==> src/rtl/mac_pkg.sv <==
// rtl/mac_pkg.sv - shared FSM state type and default widths for the MAC vector engine
package mac_pkg;

    localparam int MAC_DW = 4;
    localparam int MAC_AW = 16;
    localparam int MAC_LW = 8;

    typedef enum logic [1:0] {
        IDLE  = 2'd0,
        ACCUM = 2'd1,
        DRAIN = 2'd2,
        DONE  = 2'd3
    } mac_state_t;

endpackage

==> src/rtl/mac_mult.sv <==
// rtl/mac_mult.sv - combinational unsigned DW x DW multiplier
module mac_mult #(
    parameter int DW = 4
) (
    input  logic [DW-1:0]   a,
    input  logic [DW-1:0]   b,
    output logic [2*DW-1:0] p
);

    assign p = {{DW{1'b0}}, a} * {{DW{1'b0}}, b};

endmodule

==> src/rtl/mac_vec_engine.sv <==
// rtl/mac_vec_engine.sv - vector multiply-accumulate engine; MAC_SAT_EN selects saturating accumulate
import mac_pkg::*;

module mac_vec_engine #(
    parameter int DW = MAC_DW,
    parameter int AW = MAC_AW,
    parameter int LW = MAC_LW
) (
    input  logic          clk,
    input  logic          rst,
    input  logic          start,
    input  logic [LW-1:0] len,
    input  logic          in_valid,
    output logic          in_ready,
    input  logic [DW-1:0] a,
    input  logic [DW-1:0] b,
    output logic          res_valid,
    input  logic          res_ready,
    output logic [AW-1:0] result,
    output logic          ovf,
    output logic          busy
);

    mac_state_t      state;
    logic [LW-1:0]   rem;
    logic [AW-1:0]   acc;
    logic [AW-1:0]   prod;
    logic            prod_vld;
    logic [2*DW-1:0] mul;
    logic            xfer;
    logic [AW:0]     sum;
    logic            carry;
    logic [AW-1:0]   acc_next;

    mac_mult #(.DW(DW)) u_mult (
        .a (a),
        .b (b),
        .p (mul)
    );

    assign in_ready = (state == ACCUM) && (rem != '0);
    assign busy     = (state != IDLE);
    assign xfer     = in_valid && in_ready;
    assign sum      = {1'b0, acc} + {1'b0, prod};
    assign carry    = sum[AW];

    always_comb begin
        acc_next = sum[AW-1:0];
`ifdef MAC_SAT_EN
        // once clamped, stay pinned at all-ones until the next job clears ovf
        if (carry || ovf) begin
            acc_next = '1;
        end
`endif
    end

    always_ff @(posedge clk or posedge rst) begin
        if (rst) begin
            state     <= IDLE;
            rem       <= '0;
            acc       <= '0;
            prod      <= '0;
            prod_vld  <= 1'b0;
            result    <= '0;
            ovf       <= 1'b0;
            res_valid <= 1'b0;
        end else begin
            prod_vld <= xfer;
            if (xfer) begin
                prod <= AW'(mul);
            end
            if (prod_vld) begin
                acc <= acc_next;
                if (carry) begin
                    ovf <= 1'b1;
                end
            end

            case (state)
                IDLE: begin
                    if (start) begin
                        acc <= '0;
                        ovf <= 1'b0;
                        if (len == '0) begin
                            result    <= '0;
                            res_valid <= 1'b1;
                            state     <= DONE;
                        end else begin
                            rem   <= len;
                            state <= ACCUM;
                        end
                    end
                end
                ACCUM: begin
                    if (xfer) begin
                        rem <= rem - 1'b1;
                        if (rem == LW'(1)) begin
                            state <= DRAIN;
                        end
                    end
                end
                DRAIN: begin
                    // product stage empty means the last product is already in acc
                    if (!prod_vld) begin
                        result    <= acc;
                        res_valid <= 1'b1;
                        state     <= DONE;
                    end
                end
                DONE: begin
                    if (res_ready) begin
                        res_valid <= 1'b0;
                        state     <= IDLE;
                    end
                end
                default: state <= IDLE;
            endcase
        end
    end

endmodule

==> config.mk <==
export PLATFORM = sky130hd
export DESIGN_NAME = mac_vec_engine
export DESIGN_NICKNAME = d
export VERILOG_FILES = /design/src/rtl/mac_pkg.sv /design/src/rtl/mac_mult.sv /design/src/rtl/mac_vec_engine.sv
export SDC_FILE = /design/constraint.sdc
export NUM_CORES = 1
export LEC_CHECK = 0
export CAP_MARGIN = 20
export CORE_ASPECT_RATIO = 0.75
export CORE_MARGIN = 8
export CORE_UTILIZATION = 29
export CTS_CLUSTER_DIAMETER = 40
export DETAILED_ROUTE_END_ITERATION = 10
export GPL_TIMING_DRIVEN = 1
export HOLD_SLACK_MARGIN = 0.06
export PLACE_DENSITY = 0.52
export SLEW_MARGIN = 40
export SYNTH_ARGS = -nofsm -noshare
export SYNTH_HDL_FRONTEND = slang
export SYNTH_SLANG_ARGS = --single-unit
==> constraint.sdc <==
create_clock -name clk -period 2.31 [get_ports clk]
set_input_delay 0.462 -clock clk [delete_from_list [all_inputs] [get_ports clk]]
set_output_delay 0.462 -clock clk [all_outputs]
set_load 0.02 [all_outputs]
After elaboration in Yosys (flattened, before gate mapping). Cells that the tools add are included.

Flip-flop bits (word level): 53. Bits in latches: 0. Bits in writable memories: 0. Bits in read-only memories: 0. Input bits: 21. Output and inout port bits: 20. Logic and storage cells: 62. Memories: 0.

Add/subtract/negate cells: 2. Multipliers: 1. Divide/modulo/power cells: 0. Magnitude comparators: 0. Equal/unequal tests: 11. Shift operators: 0. Mux-type cells: 27. Bitwise operators: 0. Reductions and logical operators: 13.

Operators by type and width (number): $mux W16 (6); $pmux W16 S2 (1); $mux W8 (3); $add A16 B8 Y17 (1); $pmux W8 S2 (1); $mux W2 (6); $ne A2 B2 Y1 const B (6); $reduce_and A5 Y1 (2); $eq A8 B1 Y1 const B (1); $logic_not A8 Y1 (1); $mul A4 B4 Y8 (1); $mux W1 (8); $pmux W2 S4 (1); $reduce_and A4 Y1 (2); $reduce_bool A8 Y1 (1); $sub A8 B1 Y8 const B (1); $reduce_bool A2 Y1 (3); $eq A2 B2 Y1 const B (2); $pmux W1 S3 (1); $reduce_bool A3 Y1 (1); $eq A2 B1 Y1 const B (1); $logic_and A1 B1 Y1 (2); $logic_not A2 Y1 (1); $ne A2 B1 Y1 const B (1).

Longest topological paths before layout.
Depth in word-level cells: 5. Depth in mapped cells: 11. Depth with buffers taken out: 11.

Cells and area by module. A second synthesis with hierarchy kept.

Cells, all modules: 392. Area, all modules: 3636.0 µm².

By module, submodules not included: mac_vec_engine (times used 1, cells an instance 341, area an instance 3189.3 µm², sequential area each 1326.3 µm²); mac_mult (times used 1, cells an instance 51, area an instance 446.7 µm², sequential area each 0.0 µm²).

Worst setup path before layout. Ideal clock, no wire load.

Kind: input-to-reg. Start point: input b[3]. End point: register prod[7]. Library setup time: 0.128 ns. Data arrival time: 2.689 ns. Required time: 2.182 ns. Setup slack: -0.506 ns. Stages on the path: 10. Buffers on the path: 0. Cells stage by stage: nand2_1 > fa_1 > fa_1 > inv_1 > ha_1 > a211oi_1 > o21bai_1 > a21oi_1 > xor2_1 > o21ai_0.

Longest elaborated chain between the ends: 1.

RTL lines: start, declared (line mac_vec_engine.sv:16) `input logic [DW-1:0] b,`; $mul A4 B4 Y8 (line mac_mult.sv:10) `assign p = {{DW{1'b0}}, a} * {{DW{1'b0}}, b};`; end signal, assigned (line mac_vec_engine.sv:70) `prod <= AW'(mul);`; end, declared (line mac_vec_engine.sv:27) `logic [AW-1:0] prod;`.

No other way between the ends. A chain may end at the register's enable or synchronous reset.

Worst setup path in the final report.
Start point: input a[1]. End point: register prod[7].

Longest elaborated chain between the ends: 1.

RTL lines: start, declared (line mac_vec_engine.sv:15) `input logic [DW-1:0] a,`; $mul A4 B4 Y8 (line mac_mult.sv:10).

No other way between the ends.

==> flow_summary.yaml <==
sta:
  skew_ns: 0.00844
  setup_slack_ns: -0.0531
  finalSetupViolCount: 2
  final-hold-violation-count: 0
  fin_crit_sh_pct: 102
  fmax_mhz: 423
  drv_slew: 0
  post-route-min-period_ns: 2.36
  worstMarginPinSlew_ns: 0.773
  rsz0062_at_grt: "true"
  relSlewSlack_pct: 48.0
worst_setup_path:
  critical_path_peak_fanout: 3
  regToRegSetupSlack_ns: 0.18
  worstPathRequired_ns: 2.48
  rr_startpoint: "acc[0]"
  reg2reg_depth: 7
  crit_type: "in2reg"
  end_kind: "flip-flop"
  startpoint_type: "input pin"
  worst_ep_arrival_time_ns: 2.54
  timing.rr.end: "acc[12]"
logic_synthesis:
  syn_area_mm2: 0.00339
  synth-async-reset-ratio_pct: 100
  yosys_warnings: 0
  synthAdderAreaFrac_pct: 13.3
  synthCells: 385
  seq_area_frac_synth_pct: 39.2
  synthTopCellsByArea: "dfrtp_1 (39%), ha_1 (10%), nand2_1 (7.2%)"
  synth_top_family_by_area: "simple AND/OR/NAND/NOR gates"
  ys_seq_elements: 53
  syn_avg_cell_area_um2: 8.80
  synth-compound-area-share_pct: 16.7
  synth_largest_area_cell: "dfrtp_1"
  synth_nets: 439
  netlist.area_leader.share_pct: 39.2
  synth.distinct_cells: 53
  ys.flop_type: "dfrtp_1"
  yosys.area_share.simple_pct: 22.1
  synthMuxAreaShare_pct: 2.07
  synth_edf_count: 0
  synthXorXnorAreaFrac_pct: 2.84
finish:
  drive_gt1_share_pct: 16.4
  final_common_cell: "nand2_1"
  final_cell_mix: "nand2_1 (62), dfrtp_1 (53), nor2_1 (35), clkdlybuf4s50_1 (30), buf_4 (30)"
  syn_to_final_growth_pct: 31.9
  nets: 509
  antenna_cells: 0
place:
  gp_congestion: 0.805
  hpwl_um: 6350
  numPortBuffers: 40
  pre_cts_ws_ns: -0.958
cts:
  cts_root_buf: "clkbuf_16"
  clock-sinks: 53
  insertion_delay_ns: 0.29
  path_clk_slew_ns: 0.07
  tritoncts.num_buffers: 5
  cts_buffer_depth: 2
  holdBufCountCts: 0
  htree_levels: 2
  cts_tree: "yes"
power:
  switching_share_pct: 43.2
  comb_power_share_pct: 52.2
  p_total_uw: 4640
  switchingPower_uw: 2000
  p_int_uw: 2640
  seq_power_share_pct: 31.9
  p_leak_uw: 0.00210
  ir_worst_vdd_mv: 0.369
  power_per_cell_area_mw_per_mm2: 1040
  pwr-share-clk_pct: 15.8
global_routing:
  antenna_found_initial: 0
  track_usage_pct: 11.0
  grt_max_degree: 54
  grt_pass1_vias: 2937
  grt_pass1_wl_um: 14200
  grt-ovfl-total: 0
die:
  ios: 41
  die_y_um: 110
  rows: 34
  initial_utilization_pct: 29.5
  die_w_um: 141
  die_area_mm2: 0.0154
  coreArea_mm2: 0.0115
route:
  postRouteAntennaNets: 0
  wirelength_um: 8190
  wl_per_cell_um: 13.7
  route.detailed.drc: 0
  via_per_inst: 4.86
  firstDrtPassIters: 4
  vias: 2916
  dr.first_iter.drc_count: 135
hold_path:
  hold_path_class: "reg2reg"
  hold_start: "result[13]"
  worstHoldEndpoint: "result[13]"
  whs_path_depth: 2
status:
  violations: "negative setup slack"
  status: "finished with violations"
job:
  drv_cap: 0
## registers in the layout, indices dropped and copies added (netlist names)
| register | cells |
|---|---|
| prod | 8 |
| rem | 8 |
| acc | 16 |
| state | 2 |
| prod_vld | 1 |
| ovf | 1 |
| res_valid | 1 |
| result | 16 |
## cells in the mapped netlist, drive strengths merged, types with 2 or more instances
master / count
nand2: 66
dfrtp: 53
nor2: 35
ha: 28
nand3: 24
o21ai: 24
inv: 23
a21oi: 21
and2: 12
a31oi: 9
a211oi: 7
clkbuf: 7
mux2i: 7
xor2: 7
a21o: 6
fa: 5
nor3: 5
and3: 4
nor4: 4
xnor2: 4
buf: 3
nor2b: 3
o22ai: 3
a21boi: 2
a22oi: 2
a41oi: 2
nand4: 2
nor3b: 2
o31ai: 2
## power by group through the flow
stage                     Combinational, µW  Sequential (µW)  Clock (µW)
after detailed placement               2390             1500           0
after CTS                              2410             1480         763
after global routing                   2750             1530         797
final                                  2420             1480         735
after global placement                 2360             1490           0
after floorplan                        1540             1500           0
## stage by stage
step	utilization, %	TNS [ns]	instances	area [µm²]	hold slack (ns)
after CTS	38.5	-0.236	600	4420	0.470
after global routing	38.9	-0.317	600	4470	0.500
after detailed placement	36.9	-4.32	591	4240	0.455
final	38.9	-0.105	600	4470	0.464
after floorplan	-	-0.280	385	3430	0.443
after global placement	36.9	-4.01	591	4240	0.450
## how the worst max path moves through the flow
stage | endpoint | from | depth (start not counted)
6_report | prod[7] | a[1] | 11
5_1_grt | prod[7] | a[1] | 11
4_1_cts | prod[7] | b[1] | 11
3_5_place_dp | prod[7] | a[2] | 11
3_3_place_gp | prod[7] | a[2] | 11
2_1_floorplan | prod[7] | a[2] | 10
## per-layer routing
metal,share of wire (%),vias up,wire (µm),GRT usage [%]
met5,0,-,0,0
met4,0.92,0,75,2.75
met1,52,1373,4270,15.8
met3,4.1,4,337,1.91
met2,43,48,3510,17.0
li1,-,1491,-,-
## what timing repair did
item,CTS,global route
endpoints found under the setup margin,6,8
gates cloned,0,0
buffers inserted,1,1
endpoints found under the hold margin,0,0
pin swaps,13,11
gates resized for setup,41,14
## worst max-delay path, stage by stage
cell	delay, ns
buf_8	0.08
nand2_4	0.05
fa_1	0.49
fa_1	0.53
inv_2	0.05
ha_4	0.21
a211oi_2	0.19
o21bai_1	0.08
a21oi_1	0.15
xor2_1	0.16
o21ai_1	0.08
## area by class of cell
type | instances | area [µm²]
fillers | 1162 | 7020
multi-input cells | 299 | 2030
flip-flops and latches | 53 | 1330
repair buffers | 73 | 702
well taps | 144 | 180
clock buffers | 5 | 125
inverters | 23 | 86.3
clock inverters | 3 | 17.5
## logic make-up after synthesis
group | count (synthesis)
flip-flops | 53
XOR/XNOR | 11
multiplexers | 7
AO/OA/AOI/OAI | 89
adder cells (fa/ha/maj) | 33
AND/OR/NAND/NOR | 159
buffers and inverters | 33
(Power assumes the default switching activity.)
